**config.mk**
```make
export PLATFORM = sky130hd
export DESIGN_NAME = pfc_reset_sequencer_flat
export DESIGN_NICKNAME = d
export VERILOG_FILES = /design/src/rtl/pfc_reset_sequencer_if.sv /design/src/rtl/pfc_reset_sequencer.sv /design/src/flat_wrapper.sv
export SDC_FILE = /design/constraint.sdc
export NUM_CORES = 1
export LEC_CHECK = 0
export BUFFER_PORTS_ARGS = -buffer_cell sky130_fd_sc_hd__buf_2
export CAP_MARGIN = 40
export CORE_AREA = 2 2 112 114
export CTS_CLUSTER_DIAMETER = 40
export DETAILED_ROUTE_END_ITERATION = 8
export DIE_AREA = 0 0 114 116
export GPL_TIMING_DRIVEN = 1
export PLACE_DENSITY = 0.72
export SYNTH_ARGS = -nofsm -noshare
export SYNTH_HDL_FRONTEND = slang
export SYNTH_SLANG_ARGS = --single-unit
```
**constraint.sdc**
```tcl
create_clock -name clk -period 3 [get_ports clk]
set_clock_uncertainty 0.1 [all_clocks]
set_input_delay 0.6 -clock clk [delete_from_list [all_inputs] [get_ports clk]]
set_output_delay 0.6 -clock clk [all_outputs]
set_load 0.02 [all_outputs]
```
**src/rtl/pfc_reset_sequencer_if.sv**
```systemverilog
// Avalon-MM slave bus bundle for pfc_reset_sequencer (3-bit word address, 32-bit data).
interface pfc_reset_sequencer_if;
  logic [2:0]  address;
  logic        chipselect;
  logic        write_n;
  logic [31:0] writedata;
  logic [31:0] readdata;

  modport master (output address, chipselect, write_n, writedata, input readdata);
  modport slave  (input address, chipselect, write_n, writedata, output readdata);
endinterface

```
**src/rtl/pfc_reset_sequencer.sv**
```systemverilog
// Staggered assert/hold/release reset generator for the PFC peripherals, Avalon-MM controlled.
// Define PFC_RSTSEQ_IRQ_EN to add the irq port and the CONTROL b2 interrupt mask.
module pfc_reset_sequencer #(
  parameter int unsigned NUM_OUT      = 4,
  parameter int unsigned CNT_W        = 16,
  parameter int unsigned DEFAULT_HOLD = 100,
  parameter int unsigned DEFAULT_GAP  = 8
) (
  input  logic                 clk,
  input  logic                 reset,
  pfc_reset_sequencer_if.slave avs,
  output logic [NUM_OUT-1:0]   rst_out
`ifdef PFC_RSTSEQ_IRQ_EN
  ,
  output logic                 irq
`endif
);

  typedef enum logic [1:0] {S_IDLE, S_ASSERT, S_RELEASE} state_t;

  localparam logic [CNT_W-1:0] RST_HOLD  = (DEFAULT_HOLD == 0) ? CNT_W'(1) : CNT_W'(DEFAULT_HOLD);
  localparam logic [2:0]       LAST_STEP = 3'(NUM_OUT - 1);

  state_t             state_q, state_n;
  logic [CNT_W-1:0]   hold_q, gap_q;
  logic [CNT_W-1:0]   gap_s_q, gap_s_n, cnt_q, cnt_n, gap_cnt_q, gap_cnt_n;
  logic [NUM_OUT-1:0] enable_q, enable_n, seq_q, seq_n, rst_out_n;
  logic [2:0]         step_q, step_n;
  logic               force_q, force_n, done_q, done_n;
  logic               wr, wr_ctrl, wr_hold, wr_gap, wr_status, wr_enable, start;
  logic [31:0]        rdata;

  assign wr        = avs.chipselect && !avs.write_n;
  assign wr_ctrl   = wr && (avs.address == 3'd0);
  assign wr_hold   = wr && (avs.address == 3'd1);
  assign wr_gap    = wr && (avs.address == 3'd2);
  assign wr_status = wr && (avs.address == 3'd3);
  assign wr_enable = wr && (avs.address == 3'd4);

  assign force_n  = wr_ctrl ? avs.writedata[1] : force_q;
  assign enable_n = wr_enable ? avs.writedata[NUM_OUT-1:0] : enable_q;
  // A frozen (forced) FSM does not accept START, even from IDLE.
  assign start    = wr_ctrl && avs.writedata[0] && (state_q == S_IDLE) && !force_q;

  always_ff @(posedge clk or posedge reset) begin
    if (reset) begin
      hold_q   <= CNT_W'(DEFAULT_HOLD);
      gap_q    <= CNT_W'(DEFAULT_GAP);
      enable_q <= '1;
      force_q  <= 1'b0;
    end else begin
      if (wr_hold) hold_q <= avs.writedata[CNT_W-1:0];
      if (wr_gap)  gap_q  <= avs.writedata[CNT_W-1:0];
      enable_q <= enable_n;
      force_q  <= force_n;
    end
  end

`ifdef PFC_RSTSEQ_IRQ_EN
  logic irqmask_q;

  always_ff @(posedge clk or posedge reset) begin
    if (reset)        irqmask_q <= 1'b0;
    else if (wr_ctrl) irqmask_q <= avs.writedata[2];
  end

  assign irq = done_q & irqmask_q;
`endif

  always_ff @(posedge clk or posedge reset) begin
    if (reset) begin
      state_q   <= S_ASSERT;
      cnt_q     <= RST_HOLD;
      gap_cnt_q <= '0;
      gap_s_q   <= CNT_W'(DEFAULT_GAP);
      step_q    <= '0;
      seq_q     <= '1;
      done_q    <= 1'b0;
      rst_out   <= '1;
    end else begin
      state_q   <= state_n;
      cnt_q     <= cnt_n;
      gap_cnt_q <= gap_cnt_n;
      gap_s_q   <= gap_s_n;
      step_q    <= step_n;
      seq_q     <= seq_n;
      done_q    <= done_n;
      rst_out   <= rst_out_n;
    end
  end

  // seq_q carries the sequence's own view of the outputs so FORCE can override
  // rst_out and the sequence resumes with its bits intact afterwards.
  always_comb begin
    state_n   = state_q;
    cnt_n     = cnt_q;
    gap_cnt_n = gap_cnt_q;
    gap_s_n   = gap_s_q;
    step_n    = step_q;
    seq_n     = seq_q;
    done_n    = done_q;
    if (!force_q) begin
      case (state_q)
        S_IDLE: begin
          if (start) begin
            state_n = S_ASSERT;
            seq_n   = enable_q;
            cnt_n   = (hold_q == '0) ? CNT_W'(1) : hold_q;
            gap_s_n = gap_q;
          end
        end
        S_ASSERT: begin
          if (cnt_q <= CNT_W'(1)) begin
            state_n   = S_RELEASE;
            step_n    = '0;
            gap_cnt_n = '0;
          end else begin
            cnt_n = cnt_q - CNT_W'(1);
          end
        end
        S_RELEASE: begin
          if (gap_cnt_q == '0) begin
            seq_n     = seq_q & ~(NUM_OUT'(1) << step_q);
            gap_cnt_n = gap_s_q;
            step_n    = step_q + 3'd1;
            if (step_q == LAST_STEP) begin
              state_n = S_IDLE;
              done_n  = 1'b1;
            end
          end else begin
            gap_cnt_n = gap_cnt_q - CNT_W'(1);
          end
        end
        default: state_n = S_IDLE;
      endcase
    end
    if (wr_status && avs.writedata[1]) done_n = 1'b0;
    rst_out_n = force_n ? enable_n : seq_n;
  end

  always_comb begin
    rdata = '0;
    case (avs.address)
      3'd0: begin
        rdata[1] = force_q;
`ifdef PFC_RSTSEQ_IRQ_EN
        rdata[2] = irqmask_q;
`endif
      end
      3'd1: rdata[CNT_W-1:0] = hold_q;
      3'd2: rdata[CNT_W-1:0] = gap_q;
      3'd3: begin
        rdata[0]            = (state_q != S_IDLE);
        rdata[1]            = done_q;
        rdata[8 +: NUM_OUT] = rst_out;
      end
      3'd4: rdata[NUM_OUT-1:0] = enable_q;
      default: rdata = '0;
    endcase
  end

  assign avs.readdata = rdata;

endmodule
```
**src/flat_wrapper.sv**
```systemverilog
// flat-port wrapper written by rule: the top's interface ports become plain ports
module pfc_reset_sequencer_flat 
#(
  parameter int unsigned NUM_OUT      = 4,
  parameter int unsigned CNT_W        = 16,
  parameter int unsigned DEFAULT_HOLD = 100,
  parameter int unsigned DEFAULT_GAP  = 8
)
  (clk, reset, rst_out, avs_address, avs_chipselect, avs_write_n, avs_writedata, avs_readdata);
  pfc_reset_sequencer_if avs_i ();
  input  logic clk;
  input  logic reset;
  output logic [NUM_OUT-1:0] rst_out;
  input wire logic [$bits(avs_i.address)-1:0] avs_address;
  input wire logic [$bits(avs_i.chipselect)-1:0] avs_chipselect;
  input wire logic [$bits(avs_i.write_n)-1:0] avs_write_n;
  input wire logic [$bits(avs_i.writedata)-1:0] avs_writedata;
  output wire logic [$bits(avs_i.readdata)-1:0] avs_readdata;
  assign avs_i.address = avs_address;
  assign avs_i.chipselect = avs_chipselect;
  assign avs_i.write_n = avs_write_n;
  assign avs_i.writedata = avs_writedata;
  assign avs_readdata = avs_i.readdata;
  pfc_reset_sequencer #(.NUM_OUT(NUM_OUT), .CNT_W(CNT_W), .DEFAULT_HOLD(DEFAULT_HOLD), .DEFAULT_GAP(DEFAULT_GAP)) u_core (.clk(clk), .reset(reset), .avs(avs_i), .rst_out(rst_out));
endmodule
```
# [Word level (Yosys, flattened, before mapping)]
# Index checks and enable logic that the tools add are counted.
[classes] add_sub_neg=3 n_lt_le_gt_ge=1 n_eq_ne=13 n_shift=1 n_mux=33 n_bitwise=3 reduce_logical=28
[op_table] op="16-bit 2-to-1 mux" n=5
[op_table] op="16-bit one-hot mux with 2 select lines" n=2
[op_table] op="16-bit zero test" n=2
[op_table] op="16-bit by 1-bit subtractor with 16-bit output, second input constant" n=2
[op_table] op="4-bit one-hot mux with 2 select lines" n=3
[op_table] op="4-bit 2-to-1 mux" n=5
[op_table] op="16-bit by 1-bit less-or-equal comparator with 1-bit output, second input constant" n=1
[op_table] op="2-bit one-hot mux with 3 select lines" n=2
[op_table] op="4-bit one-hot mux with 3 select lines" n=1
[op_table] op="4-bit AND reduction" n=3
[op_table] op="2-bit nonzero test" n=6
[op_table] op="1-bit logical AND" n=10
[op_table] op="3-bit by 2-bit equality test with 1-bit output, second input constant" n=3
[op_table] op="2-bit 2-to-1 mux" n=4
[op_table] op="2-bit by 1-bit != test with 1-bit output, second input constant" n=4
[op_table] op="1-bit 2-to-1 mux" n=6
[op_table] op="3-bit 2-to-1 mux" n=2
[op_table] op="3-bit one-hot mux with 2 select lines" n=1
[op_table] op="3-bit AND reduction" n=2
[op_table] op="1-bit one-hot mux with 5 select lines" n=1
[op_table] op="5-bit AND reduction" n=1
[op_table] op="4-bit bitwise AND" n=1
[op_table] op="2-bit != test, second input constant" n=2
[op_table] op="4-bit inverter" n=1
[op_table] op="other kinds (11)" n=12
[word_totals] ff_bits=99 input_bits=39 output_inout_bits=36 wordCells=94

# [Longest topological paths before layout]
[logic_depth] word_depth=10 mapped_depth=9 depth_no_buf=7

# [Worst setup path after synthesis]
# OpenSTA, ideal clock, no wires.
[synth_timing] path_kind="register to register" from="register u_core.gap_cnt_q[0]" to="register u_core.step_q[2]" setup_time_ps=80 arrival_time_ps=2438 required_time_ps=2820 slack_ps=382 stages_incl_launch_ff=9 path_buffers=2 period_less_slack_ps=2618 cell_sequence="dfrtp_1 -> clkbuf_1 -> inv_1 -> ha_1 -> or4b_2 -> or4_4 -> buf_6 -> or4_4 -> o211ai_2"
[synth_via] elab_chain_cells=3
[synth_lines] element="start: declaration" line_no="pfc_reset_sequencer.sv:26" rtl="logic [CNT_W-1:0] gap_s_q, gap_s_n, cnt_q, cnt_n, gap_cnt_q, gap_cnt_n;"
[synth_lines] element="start signal: assignment" line_no="pfc_reset_sequencer.sv:83" rtl="gap_cnt_q <= gap_cnt_n;"
[synth_lines] element="16-bit zero test" line_no="pfc_reset_sequencer.sv:122" rtl="if (gap_cnt_q == '0) begin"
[synth_lines] element="2-bit by 1-bit != test with 1-bit output (no line)"
[synth_lines] element="4-bit AND reduction (no line)"
[synth_lines] element="end signal: assignment" line_no="pfc_reset_sequencer.sv:85" rtl="step_q <= step_n;"
[synth_lines] element="end: declaration" line_no="pfc_reset_sequencer.sv:28" rtl="logic [2:0] step_q, step_n;"
# Every way passes these cells.
# A chain may end at the register's enable or synchronous reset.

# [Worst setup path in the final report]
[layout_timing] from="register u_core.state_q[0]" to="register u_core.state_q[0]"
[layout_via] elab_chain_cells=5
[layout_lines] element="start: declaration" line_no="pfc_reset_sequencer.sv:24" rtl="state_t state_q, state_n;"
[layout_lines] element="start signal: assignment" line_no="pfc_reset_sequencer.sv:81" rtl="state_q <= state_n;"
[layout_lines] element="2-bit zero test" line_no="pfc_reset_sequencer.sv:43, pfc_reset_sequencer.sv:103"
[layout_lines] element="1-bit logical AND (2 in series)" line_no="pfc_reset_sequencer.sv:43" rtl="assign start = wr_ctrl && avs.writedata[0] && (state_q == S_IDLE) && !force_q;"
[layout_lines] element="2-bit by 1-bit != test with 1-bit output (no line)"
[layout_lines] element="5-bit AND reduction (no line)"
# Several ways; a longest one is shown, not always the timed one.

==> metrics.txt <==
outcome=completed; Pwr Total=6.07 mW; Die W=114 um; normalized max-slew margin=39.1%; number of routed nets with antenna violations=0; largest delay contributor family on the critical path=adder cells; total gr overflow=0; Worst-Skew Late Latency=0.35 ns; RePlAce Congestion=0.854; simple-gate share of the synthesized area=14.6%; Adder-Cell Fraction of Synth Area=2.73%; synthesis-to-finish area growth=12.5%; cells after synthesis=545; Synthesis Warnings=0; footprint of the multi-input gates=2730 um^2; First DRT Iteration DRCs=300; Slew @ Worst Pin=0.911 ns; largest net degree at the start of global routing=50; Starting Density=46.2%; final setup margin=0.269 ns; CTS buffer count=9; Final Non-Filler Cells=738; CP peak stage delay=0.69 ns; DP Area=5860 um^2; die area=13200 um^2; DRC violations left=0; Reg2Reg Depth=6; Setup-failing EPs final=0; Worst EP arrival=2.91 ns; # fillers=1067; Mapped Area=5500 um^2; final setup TNS=0 ns; placed cells=722; share of layout cells above drive strength 1=28.4%; Setup Buffers After CTS=0; buffers and inverters on the worst path=2; crit-path cells=inv_1, ha_1, clkinv_1, o211ai_1, a21oi_1, mux2_2; post-synthesis sequential area ratio=45.5%; Power Density=981 nW/um^2; Die H=116 um; first-pass GRT wire length=22400 um; FP Rows=40; r2r setup slk=0.27 ns; Antenna diodes=0; fraction of registers with async set/reset=100%; depth of the CTS H-tree=3; final slew viol count=0; post-synthesis compound-gate area fraction=18.5%; RSZ-0062 raised after global routing=false; initial antenna violation count=0; io pins=75; post-cts gate resize count=0; most common cell after layout, fill and taps aside=dfrtp_1; drt wl/cell=18.8 um; top cell type's share of synthesized area=35.5%; R2R Path End=u_core.state_q[0]$_DFFE_PP1P_; Worst Path Max Fanout=21; final wirelength=13900 um; Synth Area in XOR/XNOR=0%; via/cell ratio=6.09; pre-CTS setup slack=0.270 ns; CP Launch Type=flip-flop; clock buffer depth=2; Netlist cell types=64; Leak=2.76 nW; fmax=0.366 GHz; slowest CP cell=ha_1; clk slew on worst S/H paths=0.07 ns; most frequent cells in the layout=dfrtp_1, mux2_2, o21ai_0; number of flops mapped to enable cells by yosys=0; Tmin final=2.73 ns; # hold bufs at CTS=0; CTS sink cnt=99; largest area contributor in the netlist=dfrtp_1; Avg Cell Area, Syn=10.1 um^2; total track usage=21.9%; HPWL Detailed=10100 um; vias in the first global route=4279; final-stage net count=637; Crit. End Element=flip-flop; Period Utilization, post-route=91.0%; Reg2Reg Launch Point=u_core.state_q[0]$_DFFE_PP1P_; post-synthesis mux area share=12.8%; CORE AREA=11900 um^2; Hold Fails Final Rpt=0; top cells by area, synth=dfrtp_1, mux2_2, dfstp_2, o21ai_0, a21oi_1; worst endpoint required time=3.18 ns; register area=2500 um^2; TritonRoute pass-1 iters=5; Seq cells post-synth=99; # port buffers=42; Min-Delay Path Class=input port to asynchronous set/reset pin; via count=4493; Clock Root Buffer=clkbuf_16; Max-cap violations=0; kind of critical path=flip-flop to flip-flop; Final Instance Area=6180 um^2; CTS tree=done; Max rail drop VDD=0.480 mV; largest family of logic cells by synthesized area=compound AO/OA/AOI/OAI gates; predominant post-synthesis flop cell=dfrtp_1
[cell families after synthesis]
family,after synthesis
AOI/OAI and AO/OA,158
adders and majority gates,12
buffers and inverters,65
DFF,99
muxes,63
other,1
and+or+nand+nor,147
[flip-flops by register name, summed over array words and instances (netlist names)]
signal            cells
u_core.hold_q        16
u_core.done_q         1
u_core.enable_q       4
u_core.gap_s_q       16
u_core.gap_cnt_q     16
u_core.cnt_q         16
u_core.state_q        2
u_core.force_q        1
u_core.gap_q         16
u_core.step_q         3
u_core.rst_out        4
u_core.seq_q          4
[power by group]
group | leakage [nW] | internal (mW) | switching, mW
Combinational | 1.38 | 1.07 | 1.58
Clock | 0.154 | 0.740 | 0.525
Sequential | 1.23 | 1.76 | 0.393
Total | 2.76 | 3.57 | 2.50
[worst max path at each step]
| stage | start | endpoint | slack (ns) | cells after the start |
|---|---|---|---|---|
| finish | u_core.state_q[0]$_DFFE_PP1P_ | u_core.state_q[0]$_DFFE_PP1P_ | 0.27 | 6 |
| CTS | avs_address[1] | avs_readdata[1] | 0.26 | 5 |
| detailed placement | avs_address[1] | avs_readdata[1] | 0.27 | 5 |
| floorplan | u_core.gap_cnt_q[0]$_DFFE_PP0P_ | u_core.step_q[2]$_DFFE_PP0P_ | 0.38 | 8 |
| global route | u_core.state_q[0]$_DFFE_PP1P_ | u_core.rst_out[2]$_DFF_PP1_ | 0.15 | 6 |
| global placement | avs_address[1] | u_core.cnt_q[0]$_DFFE_PP0P_ | 0.30 | 7 |
[synth_stat cells, types with 4 or more instances]
library cell and count:
a31oi_1 9, o22a_1 7, nor4_1 16, nand2_1 29, ha_1 12, nand3_1 5
nor3_1 13, mux2_2 58, dfstp_2 21, a21oi_1 32, dfrtp_1 78, clkbuf_1 25
or4_1 4, a22o_1 5, nor2b_1 6, a22oi_1 18, a32oi_1 4, and3_1 7
mux2i_1 5, o21ai_0 50, buf_4 16, inv_1 18, nor2_1 38
[metal layers]
| layer | up-vias | wire length (um) | global-route usage [%] | part of all wire (%) |
|---|---|---|---|---|
| met5 | - | 0 | 0 | 0 |
| met4 | 0 | 408 | 8.37 | 2.9 |
| met3 | 36 | 785 | 5.75 | 5.7 |
| met2 | 150 | 6800 | 37.0 | 49 |
| met1 | 2227 | 5890 | 27.0 | 42 |
| li1 | 2080 | - | - | - |
[stage by stage]
stage	hold WS, ns	util (%)
5_1_grt	0.282	51.9
3_5_place_dp	0.386	49.2
2_1_floorplan	0.356	-
3_3_place_gp	0.375	49.2
4_1_cts	0.252	51.9
6_report	0.237	51.9
[final cells by class]
type	count	area share [%]
tap	147	2.97
sequential	99	40.5
clock buffer	10	3.70
clock inverter	6	1.52
multi-input combinational	396	44.2
inverter	19	1.21
timing repair buffer	61	5.91
Power figures use the tool's default switching activity.
